### src/rtl/pc_sequencer.sv
// Fetch-stage next-PC generator with a circular return-address stack.
// Optional build macro PC_ALIGN_CHECK_EN aligns redirect targets and flags misalignment.
module pc_sequencer #(
    parameter int WIDTH = 32,
    parameter logic [WIDTH-1:0] RESET_VECTOR = WIDTH'(32'h3000),
    parameter int STEP = 4,
    parameter int RAS_DEPTH = 4
) (
    input  logic             clk,
    input  logic             rst,
    input  logic             load_enable,
    input  logic [1:0]       sel,
    input  logic             call,
    input  logic [WIDTH-1:0] offset,
    input  logic [WIDTH-1:0] target,
    output logic [WIDTH-1:0] counter_value,
    output logic             ras_empty,
    output logic             ras_full,
    output logic             ras_err,
    output logic             misalign
);

    localparam int PW = $clog2(RAS_DEPTH);
    localparam int CW = $clog2(RAS_DEPTH + 1);

    localparam logic [1:0] SEL_SEQ = 2'b00;
    localparam logic [1:0] SEL_BR  = 2'b01;
    localparam logic [1:0] SEL_JMP = 2'b10;
    localparam logic [1:0] SEL_RET = 2'b11;

    localparam logic [WIDTH-1:0] STEP_W   = WIDTH'(STEP);
    localparam logic [PW-1:0]    TOP_LAST = PW'(RAS_DEPTH - 1);
    localparam logic [CW-1:0]    CNT_FULL = CW'(RAS_DEPTH);

    logic [WIDTH-1:0] stack [RAS_DEPTH];
    logic [PW-1:0]    top;
    logic [CW-1:0]    count;

    logic [WIDTH-1:0] link;
    logic [WIDTH-1:0] top_val;
    logic [WIDTH-1:0] raw_pc;
    logic [WIDTH-1:0] next_pc;
    logic [PW-1:0]    top_up;
    logic [PW-1:0]    top_dn;
    logic [PW-1:0]    top_next;
    logic [CW-1:0]    count_next;
    logic             is_empty;
    logic             is_full;
    logic             is_ret;
    logic             do_pop;
    logic             do_push;
    logic             do_swap;
    logic             err_next;

    assign is_empty = (count == '0);
    assign is_full  = (count == CNT_FULL);
    assign is_ret   = (sel == SEL_RET);

    assign ras_empty = is_empty;
    assign ras_full  = is_full;

    assign link    = counter_value + STEP_W;
    assign top_val = stack[top];

    assign top_up = (top == TOP_LAST) ? '0 : top + 1'b1;
    assign top_dn = (top == '0) ? TOP_LAST : top - 1'b1;

    // A return with a call on a non-empty stack replaces the top in place.
    assign do_pop  = is_ret && !is_empty && !call;
    assign do_swap = is_ret && !is_empty && call;
    assign do_push = call && !(is_ret && !is_empty);

    assign err_next = (is_ret && is_empty) || (do_push && is_full);

    always_comb begin
        raw_pc = link;
        unique case (sel)
            SEL_SEQ: raw_pc = link;
            SEL_BR:  raw_pc = counter_value + offset;
            SEL_JMP: raw_pc = target;
            SEL_RET: raw_pc = is_empty ? link : top_val;
        endcase
    end

    always_comb begin
        count_next = count;
        top_next   = top;
        if (do_pop) begin
            count_next = count - 1'b1;
            top_next   = top_dn;
        end else if (do_push) begin
            top_next = top_up;
            if (!is_full) begin
                count_next = count + 1'b1;
            end
        end
    end

`ifdef PC_ALIGN_CHECK_EN
    localparam logic [WIDTH-1:0] LOW_MASK = STEP_W - 1'b1;

    logic redirect;
    logic mis_next;

    assign redirect = (sel != SEL_SEQ);
    assign mis_next = redirect && (|(raw_pc & LOW_MASK));
    assign next_pc  = redirect ? (raw_pc & ~LOW_MASK) : raw_pc;

    always_ff @(posedge clk or negedge rst) begin
        if (!rst) begin
            misalign <= 1'b0;
        end else begin
            misalign <= load_enable && mis_next;
        end
    end
`else
    assign next_pc  = raw_pc;
    assign misalign = 1'b0;
`endif

    always_ff @(posedge clk or negedge rst) begin
        if (!rst) begin
            counter_value <= RESET_VECTOR - STEP_W;
            top           <= '0;
            count         <= '0;
            ras_err       <= 1'b0;
        end else if (load_enable) begin
            counter_value <= next_pc;
            top           <= top_next;
            count         <= count_next;
            ras_err       <= err_next;
        end else begin
            ras_err <= 1'b0;
        end
    end

    // Entry contents need no reset; only the count defines validity.
    always_ff @(posedge clk) begin
        if (load_enable) begin
            if (do_push) begin
                stack[top_up] <= link;
            end else if (do_swap) begin
                stack[top] <= link;
            end
        end
    end

endmodule

### config.mk
export PLATFORM = sky130hd
export DESIGN_NAME = pc_sequencer
export DESIGN_NICKNAME = d
export VERILOG_FILES = /design/src/rtl/pc_sequencer.sv
export SDC_FILE = /design/constraint.sdc
export NUM_CORES = 1
export LEC_CHECK = 0
export BUFFER_PORTS_ARGS = -buffer_cell sky130_fd_sc_hd__buf_2
export CORE_MARGIN = 4
export CORE_UTILIZATION = 45
export DETAILED_ROUTE_END_ITERATION = 16
export PLACE_DENSITY = 0.63
export SKIP_CTS_REPAIR_TIMING = 1
export SYNTH_ARGS = -nofsm -noshare
export SYNTH_HDL_FRONTEND = slang
export SYNTH_SLANG_ARGS = --single-unit
### constraint.sdc
create_clock -name clk -period 5.2 [get_ports clk]
set_input_delay 0.52 -clock clk [delete_from_list [all_inputs] [get_ports clk]]
set_output_delay 0.52 -clock clk [all_outputs]
set_load 0.1 [all_outputs]
Yosys cells after proc, flatten, opt, wreduce, memory -nomap -nowiden
Memory sizes are Yosys's and may differ from the RTL's. Cells that the tools add are included.

Flip-flop bits (word level): 38. Memory bits (writable): 128. Word-level logic and storage cells: 54. Memories: 1.

Memory list: stack (words 4, bits a word 32, read ports 1, clocked after memory_dff 0, write ports 1, RTL line 35) `logic [WIDTH-1:0] stack [RAS_DEPTH];`.

Add/sub/neg operators: 6. Eq/ne operators: 6. Multiplexer cells: 20. Reduce and logical (&&, ||, !) cells: 17.

Operator list (count): $pmux 32 s4 (1); $mux 32 (2); $add 32x3->32 const B (1); $add 32x32->32 (1); $reduce_or 32->1 (1); $mux 2 (5); $mux 1 (9); $mux 3 (3); $eq 2x2->1 const B (3); $logic_and 1x1->1 (6); $logic_not 2->1 (2); $add 3x1->3 const B (1); $eq 3x3->1 const B (1); $logic_not 1->1 (3); $logic_not 3->1 (1); $reduce_and 3->1 (1); $sub 3x1->3 const B (1); $add 2x1->2 const B (1); $eq 2x1->1 const B (1); $ne 2x1->1 const B (1); $reduce_and 2->1 (1); $reduce_bool 2->1 (1); $sub 2x1->2 const B (1); $logic_or 1x1->1 (1).

Depth between registers and ports, before layout
Gate-level depths: netlist (run 1).

Depth in word-level cells: 10. Mapped depth: 12. Depth with buffers taken out: 11.

Worst setup path after synthesis (run 1)
OpenSTA, ideal clock, no wires.

Path kind: in2reg. Start: input sel[0]. End: memory stack[2][0] (enable). Library setup time: 421 ps. Data arrival time: 3557 ps. Data required time: 4779 ps. Slack: 1222 ps. Stages: 9. Path through: ha_1 -> nand2_1 -> inv_1 -> clkbuf_1 -> buf_1 -> ha_1 -> mux2i_1 -> or3_1 -> nor2_1.

Word-level cells in the longest chain between the ends: 9. Elaborated cells between the ends (all ways): 15.

RTL lines: start, declared (RTL line 12) `input logic [1:0] sel,`; $eq 2x2->1 (*) (RTL line 57) `assign is_ret = (sel == SEL_RET);`; $logic_and 1x1->1 (*) (RTL line 70, 71); $logic_and 1x1->1 / $logic_not 1->1 (equally long branches) (RTL line 70, 71); $mux 1 / $logic_and 1x1->1 (equally long branches) (RTL line 142, 71); $mux 1 (RTL line 140) `if (do_push) begin`; $mux 1 (RTL line 139) `if (load_enable) begin`; $mux 1 (not written as such) (RTL line 143) `stack[top] <= link;`; $reduce_or 32->1 (no source line); $mux 2 (no source line) / $mux 1 (equally long branches); end, declared (RTL line 35).

Every way passes the cells marked *; elsewhere a longest branch is shown, timed or not.

Final worst setup path (run 1)
Start: register count[1]. End: memory stack[2][16] (enable).

Word-level cells in the longest chain between the ends: 10. Elaborated cells between the ends (all ways): 16.

RTL lines: start, declared (RTL line 37) `logic [CW-1:0] count;`; start signal, assigned (RTL line 130) `count <= count_next;`; $logic_not 3->1 (*) (RTL line 55) `assign is_empty = (count == '0);`; $logic_not 1->1 (*) (RTL line 70, 71); $logic_and 1x1->1 (*) (RTL line 70, 71); $logic_and 1x1->1 / $logic_not 1->1 (equally long branches) (RTL line 70, 71); $mux 1 / $logic_and 1x1->1 (equally long branches) (RTL line 142, 71); $mux 1 (RTL line 140); $mux 1 (RTL line 139); $mux 1 (not written as such) (RTL line 143); $reduce_or 32->1 (no source line); $mux 2 (no source line) / $mux 1 (equally long branches).

Marked as above.

==> results of run 1 <==
[placed cells by master, fill, tap and decap left out, types with 30 or more instances in the layout]
master,instances
ha_1,41
nor2_1,44
edfxtp_1,128
nand2_1,59
a21oi_1,45
xnor2_1,35
buf_2,104
o21ai_0,47
inv_1,30
mux4_2,32
[state kept, by name (all words and copies together), names as in the netlist]
register and cells:
count 3, counter_value 32, ras_err 1, stack 128
top 2
[final cells by class]
| type | instances | area (um2) | share of cell area, % |
|---|---|---|---|
| Multi-Input combinational cell | 572 | 4504 | 41.21 |
| Tap cell | 275 | 344.1 | 3.148 |
| Inverter | 30 | 112.6 | 1.030 |
| Clock inverter | 15 | 145.1 | 1.328 |
| Sequential cell | 166 | 4810 | 44.01 |
| Timing Repair Buffer | 113 | 588.1 | 5.381 |
| Clock buffer | 17 | 425.4 | 3.892 |
[Yosys cell counts, types with 10 or more instances]
library cell and instances:
a21o_1 11, a21oi_1 45, a221oi_1 11, a22o_1 11
a31oi_1 13, and2_1 10, and3_1 13, clkbuf_1 31
dfrtp_1 27, dfstp_2 11, edfxtp_1 128, ha_1 41
inv_1 30, mux4_2 32, nand2_1 59, nand3_1 19
nand4_1 10, nor2_1 48, o21ai_0 47, xnor2_1 35
xor2_1 20
[cell families (layout without fill, tap and decap cells)]
logic type / after synthesis / in the layout / share of synthesized area (%)
mux: 39 / 39 / 8.255
other cells: 1 / 1 / 0.03909
fa+ha+maj: 43 / 43 / 5.764
xor+xnor: 55 / 55 / 5.021
compound gates: 233 / 233 / 17.01
buf+inv: 76 / 175 / 3.247
simple gates: 201 / 201 / 10.55
flops: 166 / 166 / 50.12
[worst max-delay path by stage]
stage                                         to  slack (ns)  cells past startpoint
after floorplan            stack[2][0]$_DFFE_PP_        1.22                      9
after global placement     stack[2][4]$_DFFE_PP_        1.81                      4
after detailed placement   stack[2][6]$_DFFE_PP_        1.72                      4
after CTS                 stack[2][20]$_DFFE_PP_        2.03                      7
after global routing      stack[1][12]$_DFFE_PP_        1.86                      7
final                     stack[2][16]$_DFFE_PP_        2.09                      7
[power by group through the flow]
| stage | Clock [W] | Combinational (W) | Sequential [W] |
|---|---|---|---|
| floorplan | 0 | 0.00175 | 0.00271 |
| CTS | 0.00124 | 0.00298 | 0.00218 |
| detailed placement | 0 | 0.00297 | 0.00221 |
| global route | 0.00130 | 0.00318 | 0.00222 |
| finish | 0.00123 | 0.00299 | 0.00218 |
| global placement | 0 | 0.00295 | 0.00220 |
[stage by stage]
stage	power (W)	instances	utilization, %
6_report	0.006396	1188	51.99
5_1_grt	0.006707	1188	51.99
4_1_cts	0.006405	1188	51.99
3_5_place_dp	0.005174	1156	49.28
3_3_place_gp	0.005157	1156	49.28
2_1_floorplan	0.004460	814	-
[worst max-delay path, cell delays in order, from the launching register on]
cell and delay [ns]:
dfrtp_1 0.40, or3_1 0.45, nand2_1 0.12, inv_1 0.06, ha_1 0.23, mux2i_1 0.15, or3_1 0.43, nor2_4 0.89
[layer usage]
| metal | vias to the layer above | global-route usage [%] | wire length (um) | part of all wire, % |
|---|---|---|---|---|
| met5 | - | 0 | 0 | 0 |
| li1 | 3339 | - | - | - |
| met4 | 0 | 5.425 | 308 | 1.1 |
| met3 | 18 | 3.434 | 1639 | 6.1 |
| met1 | 3632 | 32.53 | 12220 | 45 |
| met2 | 290 | 35.54 | 12900 | 48 |
==> results.py, run 1 <==
metrics = {
    "outcome": {
        "status": "finished clean",
    },
    "grt": {
        "groute.usage.overall_pct": 22.37,
        "grt_antenna_before_repair": 0,
        "grt_first_pass_wirelength_um": 40780,
        "first_global_vias": 6936,
        "grt_max_degree": 39,
        "gr-total-overflow": 0,
    },
    "floorplan": {
        "die_x_um": 154.0,
        "fp.dieH_um": 154.0,
        "die_area_mm2": 0.02372,
        "core-area_mm2": 0.02102,
        "ios": 106,
        "rows": 53,
        "initial_utilization_pct": 45.64,
    },
    "setup_path": {
        "critPathMaxFanout": 32,
        "crit_path_end_kind": "flip-flop",
        "arrival_ns": 3.16,
        "critical_path.startpoint": "count[1]$_DFFE_PN0P_",
        "rr_startpoint": "count[1]$_DFFE_PN0P_",
        "cp-start-kind": "flip-flop",
        "worstRegToRegCells": 7,
        "worstPathRequired_ns": 5.25,
        "r2r_slack_ns": 2.09,
        "path_class": "flip-flop to flip-flop",
        "reg2reg_to": "stack[2][16]$_DFFE_PP_",
    },
    "pwr": {
        "p_sw_w": 0.002892,
        "power_density_mw_per_mm2": 585.2,
        "switching_share_pct": 45.22,
        "p_seq_share_pct": 34.1,
        "clockPowerShare_pct": 19.2,
        "ir_drop_mv": 0.2973,
        "p_int_w": 0.003504,
        "power_leakage_nw": 4.208,
        "combPwrFrac_pct": 46.7,
    },
    "drt": {
        "wl_per_cell_um": 22.79,
        "avgViaCountPerCell": 6.127,
        "routed_wl_um": 27070,
        "vias": 7279,
        "remaining_drc_errors": 0,
        "ant_nets": 0,
        "drt_iter0_drc": 748,
        "firstDrtPassIters": 6,
    },
    "sta": {
        "whs_ns": 0.1815,
        "fmax_mhz": 321.7,
        "hold_viol": 0,
        "rsz0062_at_grt": "no",
        "setup_tns_ns": 0,
        "slew_headroom_pct": 20.00,
        "period_needed_ns": 3.109,
        "timing.final.crit_share_pct": 59.79,
        "finClkSkew_ns": 0.01416,
        "worst_pin_slew_ns": 1.197,
        "final_max_slew_viol_count": 0,
        "fin_ws_ns": 2.091,
        "finalSetupViolCount": 0,
    },
    "placement": {
        "io_buffers": 104,
        "dpl_worst_slack_ns": 1.720,
        "gp_congestion": 0.9058,
        "dp_hpwl_um": 18490,
        "placed_area_mm2": 0.01036,
    },
    "layout": {
        "fin_area_mm2": 0.01093,
        "layout-drive-gt1-share_pct": 23.11,
        "antenna_cells": 0,
        "fillCellCount": 1851,
        "syn2layout_area_growth_pct": 13.91,
        "nNetsFinal": 1013,
    },
    "synth": {
        "synth_top_area_cell": "edfxtp_1",
        "synth_area_leaders": "edfxtp_1 40%, mux4_2 7.5%, dfrtp_1 7.0%, ha_1 5.3%, xnor2_1 3.2%",
        "synth-seq-cells": 166,
        "ys.flop_type": "edfxtp_1",
        "synth_edf_count": 128,
        "ys_seq_area_share_pct": 50.12,
        "synth_fp_nets": 927,
        "synthCells": 814,
        "avgSynthCellArea_um2": 11.79,
        "synthArstFlopShare_pct": 22.89,
        "synthDistinctLibCells": 76,
        "ys.warnings.count": 0,
        "synth_top_area_share_pct": 40.06,
        "netlist_area_mm2": 0.009594,
    },
    "clock_network": {
        "root_buffer": "clkbuf_16",
        "clock-sinks": 166,
        "path_clk_slew_ns": 0.07,
        "insertion_delay_ns": 0.43,
        "h-tree-depth": 4,
        "cts_tree": "yes",
        "cts_inserted_buffers": 17,
        "clockBufferDepth": 2,
    },
    "hold_path": {
        "hold_path_class": "input port to asynchronous set/reset pin",
    },
    "run": {
        "drv_cap": 0,
    },
}
Power figures use the tool's default switching activity.
==> run 2, diff against run 1 <==
- ABC_AREA: default -> 1
- PLACE_DENSITY: 0.63 -> 0.62
- clock period: 5.2 -> 2.97 ns (I/O delays scaled with it)
==> run 2 against run 1 <==
  * Count of clock-buffer cells in the layout grew 1
  * Clock skew shrank 0.0028 ns
  * Sequential share of layout area down 4.9 points
  * Final cell count increased by 56%
  * Largest cell class is now multi-input gates
  * Final area grew 13%
  * Utilization rose by 0.44 points
  * Non-clock buffer count up 21
==> results.py, run 2 <==
metrics = {
    "outcome": {
        "status": "finished clean",
    },
    "sta": {
        "fin_ws_ns": 0.4363,
        "period_needed_ns": 2.534,
        "timing.final.crit_share_pct": 85.31,
        "setup_tns_ns": 0,
        "rsz0062_at_grt": "no",
        "finClkSkew_ns": 0.01136,
        "finalSetupViolCount": 0,
        "final_max_slew_viol_count": 0,
        "slew_headroom_pct": 34.22,
        "hold_viol": 0,
        "fmax_mhz": 394.7,
        "worst_pin_slew_ns": 0.9867,
        "whs_ns": 0.006134,
    },
    "setup_path": {
        "slowest_stage": "dfrtp_1",
        "slowest_delay_ns": 0.45,
        "crit_top_cell": "nand2_1",
        "cp_top_family": "simple AND/OR/NAND/NOR gates",
        "cp-start-kind": "flip-flop",
        "rr_startpoint": "counter_value[0]$_DFFE_PN0P_",
        "arrival_ns": 2.86,
        "crit_path_end_kind": "flip-flop",
        "path_buf_inv": 2,
        "path_cells": "ha_1 -> inv_1 -> fa_1 -> inv_1 -> nand2_1 -> nand2_1 -> nand2_1 -> o21ai_0 -> nand2_1 -> nand2_1 -> nand2_1 -> nand2_1 -> nand2_1 -> nand3_1 -> nand2_1 -> nand2_1 -> nand2_1",
        "path_class": "flip-flop to flip-flop",
        "critPathMaxFanout": 7,
        "critical_path.startpoint": "counter_value[0]$_DFFE_PN0P_",
        "worstPathRequired_ns": 3.30,
    },
    "drt": {
        "remaining_drc_errors": 0,
        "firstDrtPassIters": 5,
        "ant_nets": 0,
        "avgViaCountPerCell": 5.307,
        "vias": 9812,
        "drt_iter0_drc": 745,
        "wl_per_cell_um": 18.39,
        "routed_wl_um": 34010,
    },
    "layout": {
        "layout_commonest_cell": "nand2_1",
        "nNetsFinal": 1630,
        "top_register": "stack",
        "multi_input_area_mm2": 0.004992,
        "largest_reg_flops": 128,
        "layout-drive-gt1-share_pct": 13.79,
        "antenna_cells": 0,
        "layout_common_cells": "469 x nand2_1, 182 x inv_1, 143 x nand3_1",
        "reg_top3": "stack (128), counter_value (32), count (3)",
        "fin_area_mm2": 0.01231,
        "regArea_mm2": 0.004810,
        "fillCellCount": 2239,
        "syn2layout_area_growth_pct": 14.81,
    },
    "placement": {
        "gp_congestion": 0.9832,
        "dp_hpwl_um": 25030,
        "io_buffers": 104,
        "dpl_worst_slack_ns": 0.4458,
        "placed_area_mm2": 0.01172,
    },
    "clock_network": {
        "h-tree-depth": 4,
        "cts_inserted_buffers": 17,
        "path_clk_slew_ns": 0.08,
        "clockBufferDepth": 2,
        "cts_tree": "yes",
        "root_buffer": "clkbuf_16",
        "insertion_delay_ns": 0.43,
        "clock-sinks": 166,
    },
    "floorplan": {
        "ios": 106,
        "fp.dieH_um": 162.3,
        "core-area_mm2": 0.02347,
        "rows": 56,
        "die_area_mm2": 0.02635,
        "die_x_um": 162.3,
        "initial_utilization_pct": 45.67,
    },
    "synth": {
        "synth_area_leaders": "edfxtp_1 36%, nand2_1 16%, nand3_1 6.7%, inv_1 6.4%, dfrtp_1 6.3%",
        "synthCells": 1407,
        "ys.flop_type": "edfxtp_1",
        "synth_top_area_cell": "edfxtp_1",
        "yosysMostFrequentCell": "nand2_1",
        "synth_edf_count": 128,
        "avgSynthCellArea_um2": 7.618,
        "ys_seq_area_share_pct": 44.86,
        "synthArstFlopShare_pct": 22.89,
        "yosys-top-cells-count": "469 x nand2_1, 182 x inv_1, 143 x nand3_1",
        "synth_top_area_share_pct": 35.86,
        "ys.warnings.count": 0,
        "synth-seq-cells": 166,
        "synthDistinctLibCells": 52,
        "netlist_area_mm2": 0.01072,
        "synth_fp_nets": 1520,
    },
    "grt": {
        "grt_antenna_before_repair": 1,
        "first_global_vias": 9148,
        "grt_first_pass_wirelength_um": 51810,
        "gr-total-overflow": 0,
        "grt_max_degree": 39,
        "groute.usage.overall_pct": 25.88,
    },
    "pwr": {
        "power_density_mw_per_mm2": 880.0,
        "power.total_w": 0.01083,
        "power_leakage_nw": 5.792,
        "ir_drop_mv": 0.5912,
    },
    "hold_path": {
        "hold_path_class": "input port to asynchronous set/reset pin",
    },
    "run": {
        "drv_cap": 0,
    },
}
-- run 2: changes by cell type in the layout (fill, tap and decap cells not counted), moves of 11 or more --
cell | previous run | this run
inv_1 | 30 | 182
a31oi_1 | 13 | 1
a21o_1 | 11 | 0
a21oi_1 | 45 | 83
a221oi_1 | 11 | 0
nand2_1 | 59 | 469
buf_4 | 9 | 26
nand3_1 | 19 | 143
and3_1 | 13 | 2
mux4_2 | 32 | 0
nor2_1 | 44 | 104
xnor2_1 | 35 | 6
-- run 2: area by class of cell --
| cell class | instances | share of cell area [%] |
|---|---|---|
| sequential | 166 | 39.08 |
| clock inverter | 14 | 1.301 |
| tap | 319 | 3.243 |
| inverter | 192 | 5.856 |
| multi-input combinational | 1006 | 40.57 |
| timing repair buffer | 134 | 6.466 |
| clock buffer | 18 | 3.487 |
-- run 2: path summary, 6_finish.rpt --
check	end	slack [ns]	cells past startpoint
worst max register to register	counter_value[22]$_DFFE_PN0P_	0.44	17
worst min register to register	count[2]$_DFFE_PN0P_	0.48	1
worst max-delay path	counter_value[22]$_DFFE_PN0P_	0.44	17
worst min-delay path	counter_value[0]$_DFFE_PN0P_	0.006	1
min in group clk	counter_value[0]$_DFFE_PN0P_	0.24	4
max in group asynchronous	top[0]$_DFFE_PN0P_	2.26	1
-- run 2: worst reg2reg max path: stages, from the launching register on --
cell and delay [ns]:
dfrtp_1 0.45, ha_1 0.22, inv_1 0.06, fa_1 0.38, inv_1 0.09, nand2_1 0.07, nand2_1 0.08, nand2_1 0.07
o21ai_0 0.27, nand2_1 0.13, nand2_1 0.19, nand2_1 0.10, nand2_1 0.07, nand2_1 0.04, nand3_1 0.07, nand2_1 0.05
nand2_1 0.06, nand2_1 0.05
-- run 2: routing by layer --
layer  part of all wire [%]  GRT usage [%]
met5                  0.024              0
met4                    2.3          6.728
met3                    7.6          3.847
met2                     46          41.82
met1                     44          36.77
-- run 2: power by group --
part / internal (W) / leakage [nW] / total (W) / switching [W]
logic: 0.00135 / 3.90 / 0.00512 / 0.00377
registers: 0.00315 / 1.62 / 0.00352 / 0.000375
clock network: 0.00119 / 0.278 / 0.00219 / 0.000999
-- run 2: cell families (layout without fill, tap and decap cells) --
group / after synthesis / count (layout) / share of synthesized area (%)
AO/OA/AOI/OAI: 164 / 164 / 8.708
adder cells (fa/ha/maj): 43 / 43 / 5.159
other: 1 / 1 / 0.03498
AND/OR/NAND/NOR: 777 / 777 / 30.61
XOR/XNOR: 21 / 21 / 1.786
flip-flops: 166 / 166 / 44.86
buffers and inverters: 235 / 358 / 8.848
-- run 2: metrics by stage --
| step | util [%] | std cells |
|---|---|---|
| floorplan | - | 1407 |
| global placement | 49.92 | 1817 |
| detailed placement | 49.92 | 1817 |
| CTS | 52.43 | 1849 |
| global route | 52.43 | 1849 |
| finish | 52.43 | 1849 |
